$ cat src/rtl/kbd_text_pkg.sv
// Shared types and constants for the keyboard text controller.
// Optional feature macro: KBD_SCROLL_EN (see kbd_text_ctrl).
package kbd_text_pkg;

    typedef enum logic [2:0] {
        ST_CLEAR_ALL = 3'd0,
        ST_IDLE      = 3'd1,
        ST_LOOKUP    = 3'd2,
        ST_ACT       = 3'd3,
        ST_WRITE     = 3'd4,
        ST_CLEAR_ROW = 3'd5
    } state_e;

    localparam logic [7:0] SC_BREAK     = 8'hF0;
    localparam logic [7:0] SC_EXT       = 8'hE0;
    localparam logic [7:0] ASC_CR       = 8'h0D;
    localparam logic [7:0] ASC_BS       = 8'h08;
    localparam logic [7:0] ASC_PRINT_LO = 8'h20;
    localparam logic [7:0] ASC_PRINT_HI = 8'h7E;

    // VRAM rows are on a 128-byte stride: row in the upper bits, column below.
    function automatic logic [11:0] vram_addr_pack(input logic [4:0] row, input logic [6:0] col);
        return {row, col};
    endfunction

    function automatic logic is_printable(input logic [7:0] c);
        return (c >= ASC_PRINT_LO) && (c <= ASC_PRINT_HI);
    endfunction

endpackage

$ cat src/rtl/kbd_text_ctrl_row_clear.sv
// Column sweep counter shared by the full-screen clear and the single-row clear.
// Wraps to 0 by itself after the last column so the next sweep starts clean.
module kbd_row_clear
    import kbd_text_pkg::*;
#(
    parameter int COLS = 70
) (
    input  logic       clk,
    input  logic       rst_n,
    input  logic       restart,
    input  logic       step,
    output logic [6:0] col,
    output logic       last
);

    logic [6:0] col_q, col_d;

    // Next column: restart to 0, or advance and wrap after the last column.
    always_comb begin
        col_d = col_q;
        if (restart) begin
            col_d = '0;
        end else if (step) begin
            col_d = last ? 7'd0 : col_q + 7'd1;
        end
    end

    // Column register.
    always_ff @(posedge clk) begin
        if (!rst_n) begin
            col_q <= '0;
        end else begin
            col_q <= col_d;
        end
    end

    assign col  = col_q;
    assign last = (col_q == 7'(COLS - 1));

endmodule

$ cat src/rtl/kbd_text_ctrl.sv
// Keyboard-to-screen text sequencer: scancode handshake, ROM lookup, cursor,
// line wrap, newline/backspace and row clearing on a single VRAM write port.
// Optional feature macro: KBD_SCROLL_EN keeps the cursor row at the bottom of
// the display once the screen has filled; otherwise disp_top stays 0.
module kbd_text_ctrl
    import kbd_text_pkg::*;
#(
    parameter int         COLS  = 70,
    parameter int         ROWS  = 30,
    parameter logic [7:0] BLANK = 8'h20
) (
    input  logic        clk,
    input  logic        rst_n,
    input  logic        kb_valid,
    input  logic [7:0]  kb_code,
    output logic        kb_ready,
    output logic [7:0]  rom_addr,
    input  logic [7:0]  rom_data,
    output logic        vram_we,
    output logic [11:0] vram_addr,
    output logic [7:0]  vram_wdata,
    output logic [6:0]  cur_col,
    output logic [4:0]  cur_row,
    output logic [4:0]  disp_top,
    output logic        busy
);

    state_e      state_q, state_d;
    logic [6:0]  col_q, col_d;
    logic [4:0]  row_q, row_d;
    logic [4:0]  clr_row_q, clr_row_d;
    logic        filled_q, filled_d;
    logic        brk_q, brk_d;
    logic        ext_q, ext_d;
    logic        kb_ready_q, kb_ready_d;
    logic        busy_q, busy_d;
    logic        vram_we_q, vram_we_d;
    logic [4:0]  disp_top_q, disp_top_d;
    logic [7:0]  rom_addr_q, rom_addr_d;
    logic [11:0] vram_addr_q, vram_addr_d;
    logic [7:0]  vram_wdata_q, vram_wdata_d;

    logic        clr_restart, clr_step, clr_last, newline;
    logic [6:0]  clr_col;

    kbd_row_clear #(.COLS(COLS)) u_row_clear (
        .clk     (clk),
        .rst_n   (rst_n),
        .restart (clr_restart),
        .step    (clr_step),
        .col     (clr_col),
        .last    (clr_last)
    );

    // Next-state, cursor and VRAM write decisions for every FSM state.
    always_comb begin
        state_d      = state_q;
        col_d        = col_q;
        row_d        = row_q;
        clr_row_d    = clr_row_q;
        filled_d     = filled_q;
        brk_d        = brk_q;
        ext_d        = ext_q;
        rom_addr_d   = rom_addr_q;
        vram_we_d    = 1'b0;
        vram_addr_d  = vram_addr_q;
        vram_wdata_d = vram_wdata_q;
        clr_restart  = 1'b0;
        clr_step     = 1'b0;
        newline      = 1'b0;

        case (state_q)
            ST_CLEAR_ALL: begin
                vram_we_d    = 1'b1;
                vram_addr_d  = vram_addr_pack(clr_row_q, clr_col);
                vram_wdata_d = BLANK;
                clr_step     = 1'b1;
                if (clr_last) begin
                    if (clr_row_q == 5'(ROWS - 1)) begin
                        clr_row_d = '0;
                        state_d   = ST_IDLE;
                    end else begin
                        clr_row_d = clr_row_q + 5'd1;
                    end
                end
            end
            ST_IDLE: begin
                if (kb_valid && kb_ready_q) begin
                    if (kb_code == SC_BREAK) begin
                        brk_d = 1'b1;
                    end else if (kb_code == SC_EXT) begin
                        ext_d = 1'b1;
                    end else if (brk_q) begin
                        // Release of a key: swallow the code that follows the break prefix.
                        brk_d = 1'b0;
                        ext_d = 1'b0;
                    end else begin
                        rom_addr_d = kb_code;
                        state_d    = ST_LOOKUP;
                    end
                end
            end
            ST_LOOKUP: begin
                state_d = ST_ACT;
            end
            ST_ACT: begin
                ext_d = 1'b0;
                if (is_printable(rom_data)) begin
                    vram_we_d    = 1'b1;
                    vram_addr_d  = vram_addr_pack(row_q, col_q);
                    vram_wdata_d = rom_data;
                    state_d      = ST_WRITE;
                end else if (rom_data == ASC_CR) begin
                    newline = 1'b1;
                end else if ((rom_data == ASC_BS) && (col_q != 7'd0)) begin
                    col_d        = col_q - 7'd1;
                    vram_we_d    = 1'b1;
                    vram_addr_d  = vram_addr_pack(row_q, col_q - 7'd1);
                    vram_wdata_d = BLANK;
                    state_d      = ST_IDLE;
                end else begin
                    state_d = ST_IDLE;
                end
            end
            ST_WRITE: begin
                // The character strobe is on the port now; advance the cursor or wrap.
                if (col_q == 7'(COLS - 1)) begin
                    newline = 1'b1;
                end else begin
                    col_d   = col_q + 7'd1;
                    state_d = ST_IDLE;
                end
            end
            ST_CLEAR_ROW: begin
                vram_we_d    = 1'b1;
                vram_addr_d  = vram_addr_pack(row_q, clr_col);
                vram_wdata_d = BLANK;
                clr_step     = 1'b1;
                if (clr_last) begin
                    state_d = ST_IDLE;
                end
            end
            default: begin
                state_d = ST_CLEAR_ALL;
            end
        endcase

        if (newline) begin
            col_d       = '0;
            clr_restart = 1'b1;
            state_d     = ST_CLEAR_ROW;
            if (row_q == 5'(ROWS - 1)) begin
                row_d    = '0;
                filled_d = 1'b1;
            end else begin
                row_d = row_q + 5'd1;
            end
        end

        kb_ready_d = (state_d == ST_IDLE);
        busy_d     = (state_d != ST_IDLE);

`ifdef KBD_SCROLL_EN
        if (filled_d) begin
            disp_top_d = (row_d == 5'(ROWS - 1)) ? 5'd0 : row_d + 5'd1;
        end else begin
            disp_top_d = '0;
        end
`else
        disp_top_d = '0;
`endif
    end

    // Control state and cursor; reset aborts any clear or lookup in progress.
    always_ff @(posedge clk) begin
        if (!rst_n) begin
            state_q    <= ST_CLEAR_ALL;
            col_q      <= '0;
            row_q      <= '0;
            clr_row_q  <= '0;
            filled_q   <= 1'b0;
            brk_q      <= 1'b0;
            ext_q      <= 1'b0;
            kb_ready_q <= 1'b0;
            busy_q     <= 1'b1;
            vram_we_q  <= 1'b0;
            disp_top_q <= '0;
        end else begin
            state_q    <= state_d;
            col_q      <= col_d;
            row_q      <= row_d;
            clr_row_q  <= clr_row_d;
            filled_q   <= filled_d;
            brk_q      <= brk_d;
            ext_q      <= ext_d;
            kb_ready_q <= kb_ready_d;
            busy_q     <= busy_d;
            vram_we_q  <= vram_we_d;
            disp_top_q <= disp_top_d;
        end
    end

    // Address/data registers; only meaningful while their strobe is high.
    always_ff @(posedge clk) begin
        rom_addr_q   <= rom_addr_d;
        vram_addr_q  <= vram_addr_d;
        vram_wdata_q <= vram_wdata_d;
    end

    assign kb_ready   = kb_ready_q;
    assign busy       = busy_q;
    assign rom_addr   = rom_addr_q;
    assign vram_we    = vram_we_q;
    assign vram_addr  = vram_addr_q;
    assign vram_wdata = vram_wdata_q;
    assign cur_col    = col_q;
    assign cur_row    = row_q;
    assign disp_top   = disp_top_q;

endmodule
$ cat config.mk
export PLATFORM = sky130hd
export DESIGN_NAME = kbd_text_ctrl
export DESIGN_NICKNAME = d
export VERILOG_FILES = /design/src/rtl/kbd_text_pkg.sv /design/src/rtl/kbd_text_ctrl_row_clear.sv /design/src/rtl/kbd_text_ctrl.sv
export SDC_FILE = /design/constraint.sdc
export NUM_CORES = 1
export LEC_CHECK = 0
export BUFFER_PORTS_ARGS = -buffer_cell sky130_fd_sc_hd__buf_2
export CAP_MARGIN = 5
export CORE_ASPECT_RATIO = 0.6
export CORE_UTILIZATION = 55
export CTS_BUF_LIST = sky130_fd_sc_hd__clkbuf_4 sky130_fd_sc_hd__clkbuf_8
export DETAILED_ROUTE_END_ITERATION = 10
export PLACE_DENSITY = 0.8
export SETUP_SLACK_MARGIN = 0.02
export SLEW_MARGIN = 40
export SYNTH_ARGS = -nofsm -noshare
export SYNTH_HDL_FRONTEND = slang
export SYNTH_SLANG_ARGS = --single-unit
$ cat constraint.sdc
create_clock -name clk -period 9.3 [get_ports clk]
set_input_delay 2.325 -clock clk [delete_from_list [all_inputs] [get_ports clk]]
set_output_delay 2.325 -clock clk [all_outputs]
set_load 0.02 [all_outputs]
==> impl_metrics.py, run 1 <==
metrics = {
    "finish": {
        "antennaDiodeCount": 0,
        "num-nets-final": 381,
        "fin_util_pct": 68.36,
        "layout-drive-gt1-share_pct": 29.49,
        "area_delta_synth_final_pct": 15.44,
        "fillers": 407,
    },
    "timing": {
        "worstMarginPinSlew_ns": 0.7752,
        "fin_skew_ns": 0.005783,
        "fin_crit_ns": 3.906,
        "post-route-period-util_pct": 42.00,
        "max_slew_margin_pct": 47.61,
        "setup_ws_ns": 5.394,
        "timing.hold.ws_ns": 0.5576,
        "fin_tns_setup_ns": 0,
        "setup_viol": 0,
        "hold_violations": 0,
        "rsz0062_at_grt": "no",
        "clock.fmax_mhz": 256.0,
        "finalMaxSlewViolations": 0,
    },
    "logic_synthesis": {
        "synth-main-ff-cell": "dfxtp_1",
        "syn_inst": 294,
        "seq_area_frac_synth_pct": 46.96,
        "synth_common_cells": "31 x dfxtp_1, 28 x edfxtp_1, 22 x nand2_1",
        "synth_area_leaders": "edfxtp_1 27%, dfxtp_1 20%, ha_1 4.0%",
        "synth_area_um2": 3112,
        "synth-seq-cells": 59,
        "synth_edf_count": 28,
        "synth-warning-count": 0,
        "post-synth-top-area-cell": "edfxtp_1",
        "netlist-cell-type-count": 62,
        "synth_top_area_share_pct": 27.02,
        "async_flop_share_pct": 0,
        "yosysMostFrequentCell": "dfxtp_1",
        "syn_avg_cell_area_um2": 10.58,
    },
    "clocking": {
        "cts-resized-gates": 0,
        "postCtsSetupRepairBufs": 0,
        "ctsHtreeMaxLevel": 3,
        "cts_num_sinks": 59,
        "cts_tree": "yes",
        "insertion_delay_ns": 0.33,
        "clkTransAtPathRegs_ns": 0.07,
        "hold_buffers": 0,
        "cts_max_path_buffers": 2,
        "root_buffer": "clkbuf_8",
        "numCtsBuffers": 9,
    },
    "worst_setup_path": {
        "r2r_cells": 5,
        "cp_slowest_cell": "nor4bb_1",
        "cp-startpoint": "rom_data[1]",
        "start_kind": "primary input",
        "crit_fanout": 14,
        "endpoint_kind": "flip-flop",
        "reg2reg_slack_ns": 6.62,
        "cp-endpoint": "u_row_clear.col[3]$_SDFFE_PP0N_",
        "r2r_start": "state_q[1]$_SDFF_PN0_",
        "slowest_delay_ns": 0.67,
        "rr_endpoint": "u_row_clear.col[3]$_SDFFE_PP0N_",
        "cp_data_required_time_ns": 9.49,
        "worstPathCellList": "buf_2 -> nor4b_4 -> nor4bb_1 -> nor2_1 -> nand2_2 -> a211oi_1",
        "worstSetupPathType": "primary input to flip-flop",
        "arrival_ns": 4.10,
    },
    "global_routing": {
        "grt.overflow.total": 0,
        "use_met1_pct": 33.06,
        "grt-busiest-layer": "met2",
        "antenna_found_initial": 0,
        "grt_max_degree": 22,
        "met3_usage_pct": 7.953,
        "grt_usage_pct": 24.99,
        "use_met2_pct": 37.06,
        "grt_pass1_wl_um": 11120,
        "grt_pass1_vias": 2356,
    },
    "placement": {
        "place.gp.congestion": 0.8890,
        "place_ws_ns": 5.064,
        "io_buffers": 61,
        "hpwl_um": 5016,
    },
    "route": {
        "wl_per_cell_um": 16.28,
        "via_count": 2551,
        "drc_errors": 0,
        "dr.pass1.iters": 5,
        "drt_iter0_markers": 204,
        "ant_nets": 0,
        "wl_um": 6871,
        "routed_via_density": 6.045,
    },
    "power": {
        "powerDensity_nw_per_um2": 146.0,
        "vdd_drop_max_v": 0.0001012,
        "p_leak_nw": 1.457,
    },
    "die": {
        "dieHeight_um": 60.27,
        "io-pin-count": 67,
        "initial_core_util_pct": 59.21,
        "coreArea_um2": 5255,
        "floorplan.rows": 20,
        "die_x_um": 99.11,
        "dieArea_um2": 5973,
    },
    "hold_path": {
        "hold_start": "clr_row_q[1]$_SDFFE_PN0P_",
        "hold_class": "flip-flop to flip-flop",
    },
    "job": {
        "maxCapViolations": 0,
    },
    "status": {
        "status": "completed",
    },
}
stage by stage:
step	cell area, um2	instances	total power, mW
2_1_floorplan	3131	299	0.2986
3_3_place_gp	3386	407	0.3061
3_5_place_dp	3406	407	0.3069
4_1_cts	3592	422	0.5293
5_1_grt	3592	422	0.5429
6_report	3592	422	0.5246
state kept, by name, indices dropped and copies added (netlist names):
signal,flops
vram_addr,12
clr_row_q,5
kb_ready,1
busy,1
brk_q,1
u_row_clear.col,7
rom_addr,8
cur_col,7
cur_row,5
vram_we,1
state_q,3
vram_wdata,8
kinds of logic (layout without fill, tap and decap cells):
| group | count (synthesis) | count (layout) | share of synthesized area, % |
|---|---|---|---|
| mux | 5 | 5 | 1.769 |
| fa+ha+maj | 10 | 10 | 4.021 |
| flops | 59 | 59 | 46.96 |
| other cells | 1 | 6 | 0.1205 |
| xor+xnor | 17 | 17 | 4.785 |
| buf+inv | 26 | 83 | 5.227 |
| compound gates | 63 | 63 | 14.07 |
| simple gates | 113 | 113 | 23.04 |
cell usage in the layout (no fill, tap or decap), types with 2 or more instances in the layout:
master / n
nor2_4: 3
edfxtp_1: 28
clkbuf_8: 9
nor4b_1: 3
o31ai_1: 6
nor2_1: 21
nor3_1: 8
or3_1: 3
o22ai_1: 2
and2_1: 7
o21a_1: 3
a21oi_1: 10
xnor2_1: 5
nand2b_1: 3
conb_1: 6
and4b_1: 3
and3_1: 3
dfxtp_1: 31
a31oi_1: 2
nand4_1: 5
o21ai_0: 13
or4_1: 2
nand3_1: 8
inv_1: 7
nand2_1: 22
xor2_1: 12
or4_4: 3
mux2_2: 4
nand4b_1: 2
a21oi_2: 3
buf_2: 61
or3b_1: 2
ha_1: 10
nand3_2: 2
o21ai_1: 4
a211oi_1: 8
and4_1: 2
layer usage:
layer	routed length, um	vias up	part of all wire [%]
met5	0	-	0
met4	120	0	1.7
met3	720	17	10
met2	2808	148	41
met1	3221	1192	47
li1	-	1194	-
worst max-delay path: cells and delay by family:
kind,cells,cell delay (ns)
and+or+nand+nor,4,1.56
buffers and inverters,1,0.13
AOI/OAI and AO/OA,1,0.08
power by group:
| group | internal (mW) | total, mW | switching [mW] | leakage, nW |
|---|---|---|---|---|
| sequential | 0.273 | 0.275 | 0.00207 | 0.561 |
| combinational | 0.00948 | 0.0265 | 0.0170 | 0.802 |
| clock | 0.124 | 0.223 | 0.0986 | 0.0932 |
worst min-delay path by stage:
stage / slack, ns / cells after the start / endpoint
after detailed placement: 0.54 / 2 / clr_row_q[4]$_SDFFE_PN0P_
after global placement: 0.52 / 2 / clr_row_q[4]$_SDFFE_PN0P_
after CTS: 0.56 / 2 / clr_row_q[1]$_SDFFE_PN0P_
after floorplan: 0.49 / 2 / clr_row_q[4]$_SDFFE_PN0P_
after global routing: 0.59 / 2 / clr_row_q[1]$_SDFFE_PN0P_
final: 0.56 / 2 / clr_row_q[1]$_SDFFE_PN0P_
final cells by class:
cell class | instances | area [um2] | area share [%]
Clock inverter | 5 | 55.05 | 1.533
Clock buffer | 10 | 131.4 | 3.657
Tap cell | 66 | 82.58 | 2.299
Timing Repair Buffer | 61 | 305.3 | 8.499
Sequential cell | 59 | 1461 | 40.68
Multi-Input combinational cell | 214 | 1530 | 42.60
Inverter | 7 | 26.28 | 0.7315
No activity file was read; power rests on OpenSTA's default activity.
==> run 2: changes to the inputs <==
--- a/config.mk
+++ b/config.mk
@@ -5,13 +5,14 @@
 export SDC_FILE = /design/constraint.sdc
 export NUM_CORES = 1
 export LEC_CHECK = 0
+export ABC_AREA = 1
 export BUFFER_PORTS_ARGS = -buffer_cell sky130_fd_sc_hd__buf_2
 export CAP_MARGIN = 5
 export CORE_ASPECT_RATIO = 0.6
-export CORE_UTILIZATION = 55
+export CORE_UTILIZATION = 51
 export CTS_BUF_LIST = sky130_fd_sc_hd__clkbuf_4 sky130_fd_sc_hd__clkbuf_8
 export DETAILED_ROUTE_END_ITERATION = 10
-export PLACE_DENSITY = 0.8
+export PLACE_DENSITY = 0.78
 export SETUP_SLACK_MARGIN = 0.02
 export SLEW_MARGIN = 40
 export SYNTH_ARGS = -nofsm -noshare
==> constraint.sdc (replaced) <==
create_clock -name clk -period 3.4 [get_ports clk]
set_input_delay 0.85 -clock clk [delete_from_list [all_inputs] [get_ports clk]]
set_output_delay 0.85 -clock clk [all_outputs]
set_load 0.02 [all_outputs]
==> run 2 against run 1 <==
- sequential cell count unchanged
- combinational power rose to 2.6 times the previous value
- routed wire length up 4.8%
- core utilization down 3.2 points
- setup slack worse by 4.3 ns
- synthesized area up 1.2%
- register-to-register slack worse by 5.5 ns
- sequential power rose to 2.7 times the previous value
- final cell count up 25%
- global-route usage down 0.42 points
- worst hold slack worse by 0.085 ns
- clock-buffer cell count up 1
- highest routed layer unchanged
==> impl_metrics.py, run 2 <==
metrics = {
    "timing": {
        "finalMaxSlewViolations": 0,
        "fin_skew_ns": 0.008919,
        "fin_tns_setup_ns": 0,
        "hold_violations": 0,
        "worstMarginPinSlew_ns": 0.6799,
        "rsz0062_at_grt": "no",
        "post-route-period-util_pct": 68.58,
        "clock.fmax_mhz": 428.9,
        "setup_viol": 0,
        "max_slew_margin_pct": 54.51,
        "fin_crit_ns": 2.332,
    },
    "global_routing": {
        "grt_pass1_vias": 2528,
        "grt_usage_pct": 24.57,
        "grt_pass1_wl_um": 11850,
        "grt.overflow.total": 0,
        "antenna_found_initial": 0,
        "met3_usage_pct": 7.942,
        "use_met2_pct": 34.44,
        "grt-busiest-layer": "met1",
        "use_met1_pct": 34.83,
        "grt_max_degree": 13,
    },
    "clocking": {
        "ctsHtreeMaxLevel": 3,
        "cts_num_sinks": 59,
        "hold_buffers": 0,
        "cts_max_path_buffers": 2,
        "clkTransAtPathRegs_ns": 0.06,
        "postCtsSetupRepairBufs": 0,
        "cts-resized-gates": 0,
        "numCtsBuffers": 9,
        "root_buffer": "clkbuf_8",
        "insertion_delay_ns": 0.34,
        "cts_tree": "yes",
    },
    "finish": {
        "num-nets-final": 473,
        "fillers": 501,
        "layout-drive-gt1-share_pct": 26.06,
        "largest_reg_flops": 12,
        "area_delta_synth_final_pct": 19.02,
        "final_cell_mix": "73 x nand2_1, 61 x buf_2, 46 x nor2_1",
        "final_cell_area_um2": 3750,
        "antennaDiodeCount": 0,
        "final_common_cell": "nand2_1",
    },
    "logic_synthesis": {
        "synth-warning-count": 0,
        "synth-seq-cells": 59,
        "synth_common_cells": "73 x nand2_1, 46 x nor2_1, 39 x inv_1",
        "synth_area_leaders": "edfxtp_1 27%, dfxtp_1 20%, nand2_1 8.7%",
        "netlist-cell-type-count": 40,
        "synth-main-ff-cell": "dfxtp_1",
        "synth_top_area_share_pct": 26.69,
        "async_flop_share_pct": 0,
        "synth_edf_count": 28,
        "syn_avg_cell_area_um2": 8.446,
        "post-synth-top-area-cell": "edfxtp_1",
        "syn_inst": 373,
        "seq_area_frac_synth_pct": 46.39,
        "synth_area_um2": 3151,
        "yosysMostFrequentCell": "nand2_1",
    },
    "worst_setup_path": {
        "cp_num_buf_inv": 3,
        "cp_slowest_cell": "nor2_1",
        "r2r_start": "cur_col[0]$_SDFFE_PP0P_",
        "worstPathCellList": "buf_2 -> inv_1 -> a21oi_1 -> nand2_1 -> nand2_1 -> a21oi_1 -> nor2_1 -> buf_4",
        "crit_fanout": 12,
        "start_kind": "primary input",
        "slowest_delay_ns": 0.53,
        "crit_family": "simple AND/OR/NAND/NOR gates",
        "rr_endpoint": "vram_addr[2]$_DFFE_PP_",
        "cp_data_required_time_ns": 3.44,
        "endpoint_kind": "flip-flop",
        "reg2reg_slack_ns": 1.17,
        "worstSetupPathType": "primary input to flip-flop",
        "r2r_cells": 6,
        "arrival_ns": 2.37,
    },
    "hold_path": {
        "hold_class": "flip-flop to flip-flop",
        "hold_start": "brk_q$_SDFFE_PN0P_",
        "min_to": "brk_q$_SDFFE_PN0P_",
        "holdPathStages": 2,
    },
    "route": {
        "routed_via_density": 5.284,
        "dr.pass1.iters": 5,
        "ant_nets": 0,
        "wl_um": 7203,
        "drc_errors": 0,
        "drt_iter0_markers": 212,
        "via_count": 2795,
        "wl_per_cell_um": 13.62,
    },
    "placement": {
        "place_area_um2": 3528,
        "io_buffers": 61,
        "hpwl_um": 5353,
        "place.gp.congestion": 0.9072,
    },
    "die": {
        "dieArea_um2": 6506,
        "die_x_um": 103.5,
        "io-pin-count": 67,
        "floorplan.rows": 21,
        "coreArea_um2": 5754,
        "dieHeight_um": 62.88,
        "initial_core_util_pct": 54.75,
    },
    "power": {
        "vdd_drop_max_v": 0.0002816,
        "p_leak_nw": 1.735,
        "power.total_mw": 1.540,
        "powerDensity_nw_per_um2": 410.8,
    },
    "job": {
        "maxCapViolations": 0,
    },
    "status": {
        "status": "completed",
    },
}
==> run 2: where the power goes <==
part | switching (mW) | internal [mW]
sequential | 0.00320 | 0.747
clock | 0.284 | 0.437
combinational | 0.0453 | 0.0233
==> run 2: worst register-to-register path: stages (launching register included) <==
cell and delay (ns):
dfxtp_1 0.49, inv_1 0.15, ha_1 0.24, nand3_1 0.11, a21oi_1 0.10, nor2_1 0.53
buf_4 0.32
==> run 2: cells by family after synthesis <==
group                    count (synthesis)  share of synthesized area (%)
AND/OR/NAND/NOR                        192                          30.26
flip-flops                              59                          46.39
buffers and inverters                   59                          8.260
XOR/XNOR                                10                          2.780
AO/OA/AOI/OAI                           41                          7.863
adder cells (fa/ha/maj)                 10                          3.971
multiplexers                             1                         0.3574
other                                    1                         0.1190
==> run 2: worst max path at each step <==
stage | start | endpoint | slack (ns) | depth (start not counted)
after floorplan | rom_data[5] | vram_addr[0]$_DFFE_PP_ | 0.81 | 6
after global placement | rom_data[5] | vram_addr[6]$_DFFE_PP_ | 0.76 | 8
after detailed placement | rom_data[5] | vram_addr[3]$_DFFE_PP_ | 0.71 | 8
after CTS | rom_data[5] | vram_wdata[5]$_SDFFCE_PP1P_ | 1.08 | 8
after global routing | rom_data[4] | vram_addr[2]$_DFFE_PP_ | 0.92 | 9
final | rom_data[5] | vram_addr[2]$_DFFE_PP_ | 1.07 | 8
==> run 2: metal layers <==
metal / wire length, um / up-vias
li1: - / 1370
met5: 0 / -
met3: 543 / 14
met1: 3557 / 1283
met4: 156 / 0
met2: 2944 / 128
==> run 2: cell type report <==
class                   instances  area (um2)  share of cell area [%]
flip-flops and latches         59        1461                   38.97
inverters                      51       198.9                   5.305
clock inverters                 5       76.32                   2.035
multi-input cells             260        1448                   38.61
repair buffers                 63       320.3                   8.542
clock buffers                  11       145.1                   3.871
well taps                      80       100.1                   2.669
==> run 2: stage by stage <==
step	hold WS (ns)	std cells	setup WS [ns]	utilization (%)
CTS	0.4719	529	1.080	65.17
finish	0.4724	529	1.068	65.17
floorplan	0.4454	378	0.8133	-
global placement	0.4571	513	0.7611	61.32
global route	0.4789	529	0.9188	65.17
detailed placement	0.4626	513	0.7125	61.32
==> run 3: changes to the inputs <==
==> constraint.sdc (replaced) <==
create_clock -name clk -period 2.1 [get_ports clk]
set_input_delay 0.525 -clock clk [delete_from_list [all_inputs] [get_ports clk]]
set_output_delay 0.525 -clock clk [all_outputs]
set_load 0.02 [all_outputs]
==> run 3 against run 2 <==
- sequential cell count is the same
- critical path type is now flip-flop to flip-flop
- die area is the same
- sequential power grew 63%
- first-iteration DRC count shrank 18%
- power grew 62%
- clock-buffer cell count is the same
- final area grew 3.6%
- clock power grew 61%
- largest power group unchanged
- clock skew grew 0.0041 ns
- highest routed layer unchanged
- register-to-register slack lost 0.84 ns
- non-clock buffer count grew 17
- routed wire length grew 3.6%
==> impl_metrics.py, run 3 (same netlist as run 2, synthesis figures left out) <==
metrics = {
    "status": {
        "status": "completed",
    },
    "worst_setup_path": {
        "arrival_ns": 1.99,
        "crit_fanout": 5,
        "r2r_cells": 9,
        "worstSetupPathType": "flip-flop to flip-flop",
        "rr_endpoint": "clr_row_q[4]$_SDFFE_PN0P_",
        "r2r_start": "u_row_clear.col[1]$_SDFFE_PP0N_",
        "endpoint_kind": "flip-flop",
        "cp_data_required_time_ns": 2.32,
        "start_kind": "flip-flop",
        "reg2reg_slack_ns": 0.33,
    },
    "power": {
        "powerDensity_nw_per_um2": 642.2,
        "p_leak_nw": 1.822,
        "vdd_drop_max_v": 0.0005005,
        "power.total_mw": 2.495,
    },
    "placement": {
        "place_area_um2": 3664,
        "place.gp.congestion": 0.9247,
        "hpwl_um": 5656,
        "io_buffers": 61,
        "place_ws_ns": 0.09250,
        "place_inst": 530,
    },
    "timing": {
        "worstMarginPinSlew_ns": 0.5339,
        "fin_skew_ns": 0.01301,
        "timing.hold.ws_ns": 0.3726,
        "hold_violations": 0,
        "clock.fmax_mhz": 564.9,
        "setup_viol": 0,
        "setup_ws_ns": 0.3298,
        "post-route-period-util_pct": 84.30,
        "fin_tns_setup_ns": 0,
        "max_slew_margin_pct": 64.33,
        "finalMaxSlewViolations": 0,
        "rsz0062_at_grt": "no",
        "fin_crit_ns": 1.770,
    },
    "finish": {
        "final_cell_mix": "73 x nand2_1, 61 x buf_2, 45 x nor2_1",
        "layout-drive-gt1-share_pct": 28.97,
        "num-nets-final": 490,
        "fin_util_pct": 67.51,
        "final_cell_area_um2": 3885,
        "largest_reg_flops": 12,
        "fin_cells": 546,
        "area_delta_synth_final_pct": 23.31,
        "final_common_cell": "nand2_1",
        "antennaDiodeCount": 0,
    },
    "route": {
        "routed_via_density": 5.277,
        "wl_um": 7461,
        "drt_iter0_markers": 173,
        "drc_errors": 0,
        "dr.pass1.iters": 5,
        "via_count": 2881,
        "wl_per_cell_um": 13.66,
        "ant_nets": 0,
    },
    "clocking": {
        "cts-resized-gates": 0,
        "cts_num_sinks": 59,
        "cts_tree": "yes",
        "numCtsBuffers": 9,
        "cts_max_path_buffers": 2,
        "insertion_delay_ns": 0.35,
        "postCtsSetupRepairBufs": 0,
        "hold_buffers": 0,
        "ctsHtreeMaxLevel": 3,
        "clkTransAtPathRegs_ns": 0.07,
        "root_buffer": "clkbuf_8",
    },
    "hold_path": {
        "holdPathStages": 1,
        "hold_start": "kb_code[2]",
        "min_to": "rom_addr[2]$_DFFE_PP_",
        "hold_class": "primary input to flip-flop",
    },
    "global_routing": {
        "antenna_found_initial": 0,
        "grt_pass1_vias": 2672,
        "grt.overflow.total": 0,
        "grt_max_degree": 21,
        "grt_pass1_wl_um": 12450,
        "grt_usage_pct": 25.35,
    },
    "die": {
        "dieHeight_um": 62.88,
        "dieArea_um2": 6506,
        "coreArea_um2": 5754,
        "io-pin-count": 67,
        "initial_core_util_pct": 54.75,
        "die_x_um": 103.5,
        "floorplan.rows": 21,
    },
    "job": {
        "maxCapViolations": 0,
    },
}
==> run 3: changes by cell type in the layout (fill, tap and decap cells not counted), sizes merged <==
cell | previous run | this run
buf | 63 | 80
==> run 3: worst max path at each step <==
stage,from,end
6_report,u_row_clear.col[1]$_SDFFE_PP0N_,clr_row_q[4]$_SDFFE_PN0P_
3_5_place_dp,rom_data[7],vram_addr[0]$_DFFE_PP_
5_1_grt,u_row_clear.col[1]$_SDFFE_PP0N_,clr_row_q[4]$_SDFFE_PN0P_
3_3_place_gp,rom_data[7],vram_addr[2]$_DFFE_PP_
2_1_floorplan,cur_col[0]$_SDFFE_PP0P_,vram_addr[0]$_DFFE_PP_
4_1_cts,u_row_clear.col[1]$_SDFFE_PP0N_,clr_row_q[4]$_SDFFE_PN0P_
==> run 3: per-layer routing <==
| layer | track usage (%) | vias up | routed length [um] |
|---|---|---|---|
| met4 | 7.570 | 0 | 121 |
| met5 | 0 | - | 0 |
| li1 | - | 1407 | - |
| met2 | 37.50 | 141 | 3249 |
| met1 | 35.14 | 1317 | 3405 |
| met3 | 8.166 | 16 | 684 |
==> run 3: final cells by class <==
| type | instances | area, um2 |
|---|---|---|
| fill | 496 | 1869 |
| sequential | 59 | 1461 |
| multi-input combinational | 260 | 1455 |
| timing repair buffer | 80 | 447.9 |
| inverter | 51 | 198.9 |
| clock buffer | 11 | 145.1 |
| tap | 80 | 100.1 |
| clock inverter | 5 | 76.32 |
==> run 3: critical path, cell delays in order (launching register included) <==
cell     delay [ns]
dfxtp_1        0.32
inv_1          0.12
ha_1           0.17
nand2_1        0.05
nor2_1         0.20
nand2_1        0.21
nor2_4         0.18
nand2_1        0.13
nor3_1         0.22
nor3b_2        0.07
==> run 3: where the power goes <==
group	total [mW]	switching (mW)	leakage (nW)	internal, mW
clock network	1.16	0.455	0.110	0.707
logic	0.117	0.0745	1.15	0.0425
registers	1.22	0.00617	0.561	1.21
total	2.50	0.536	1.82	1.96
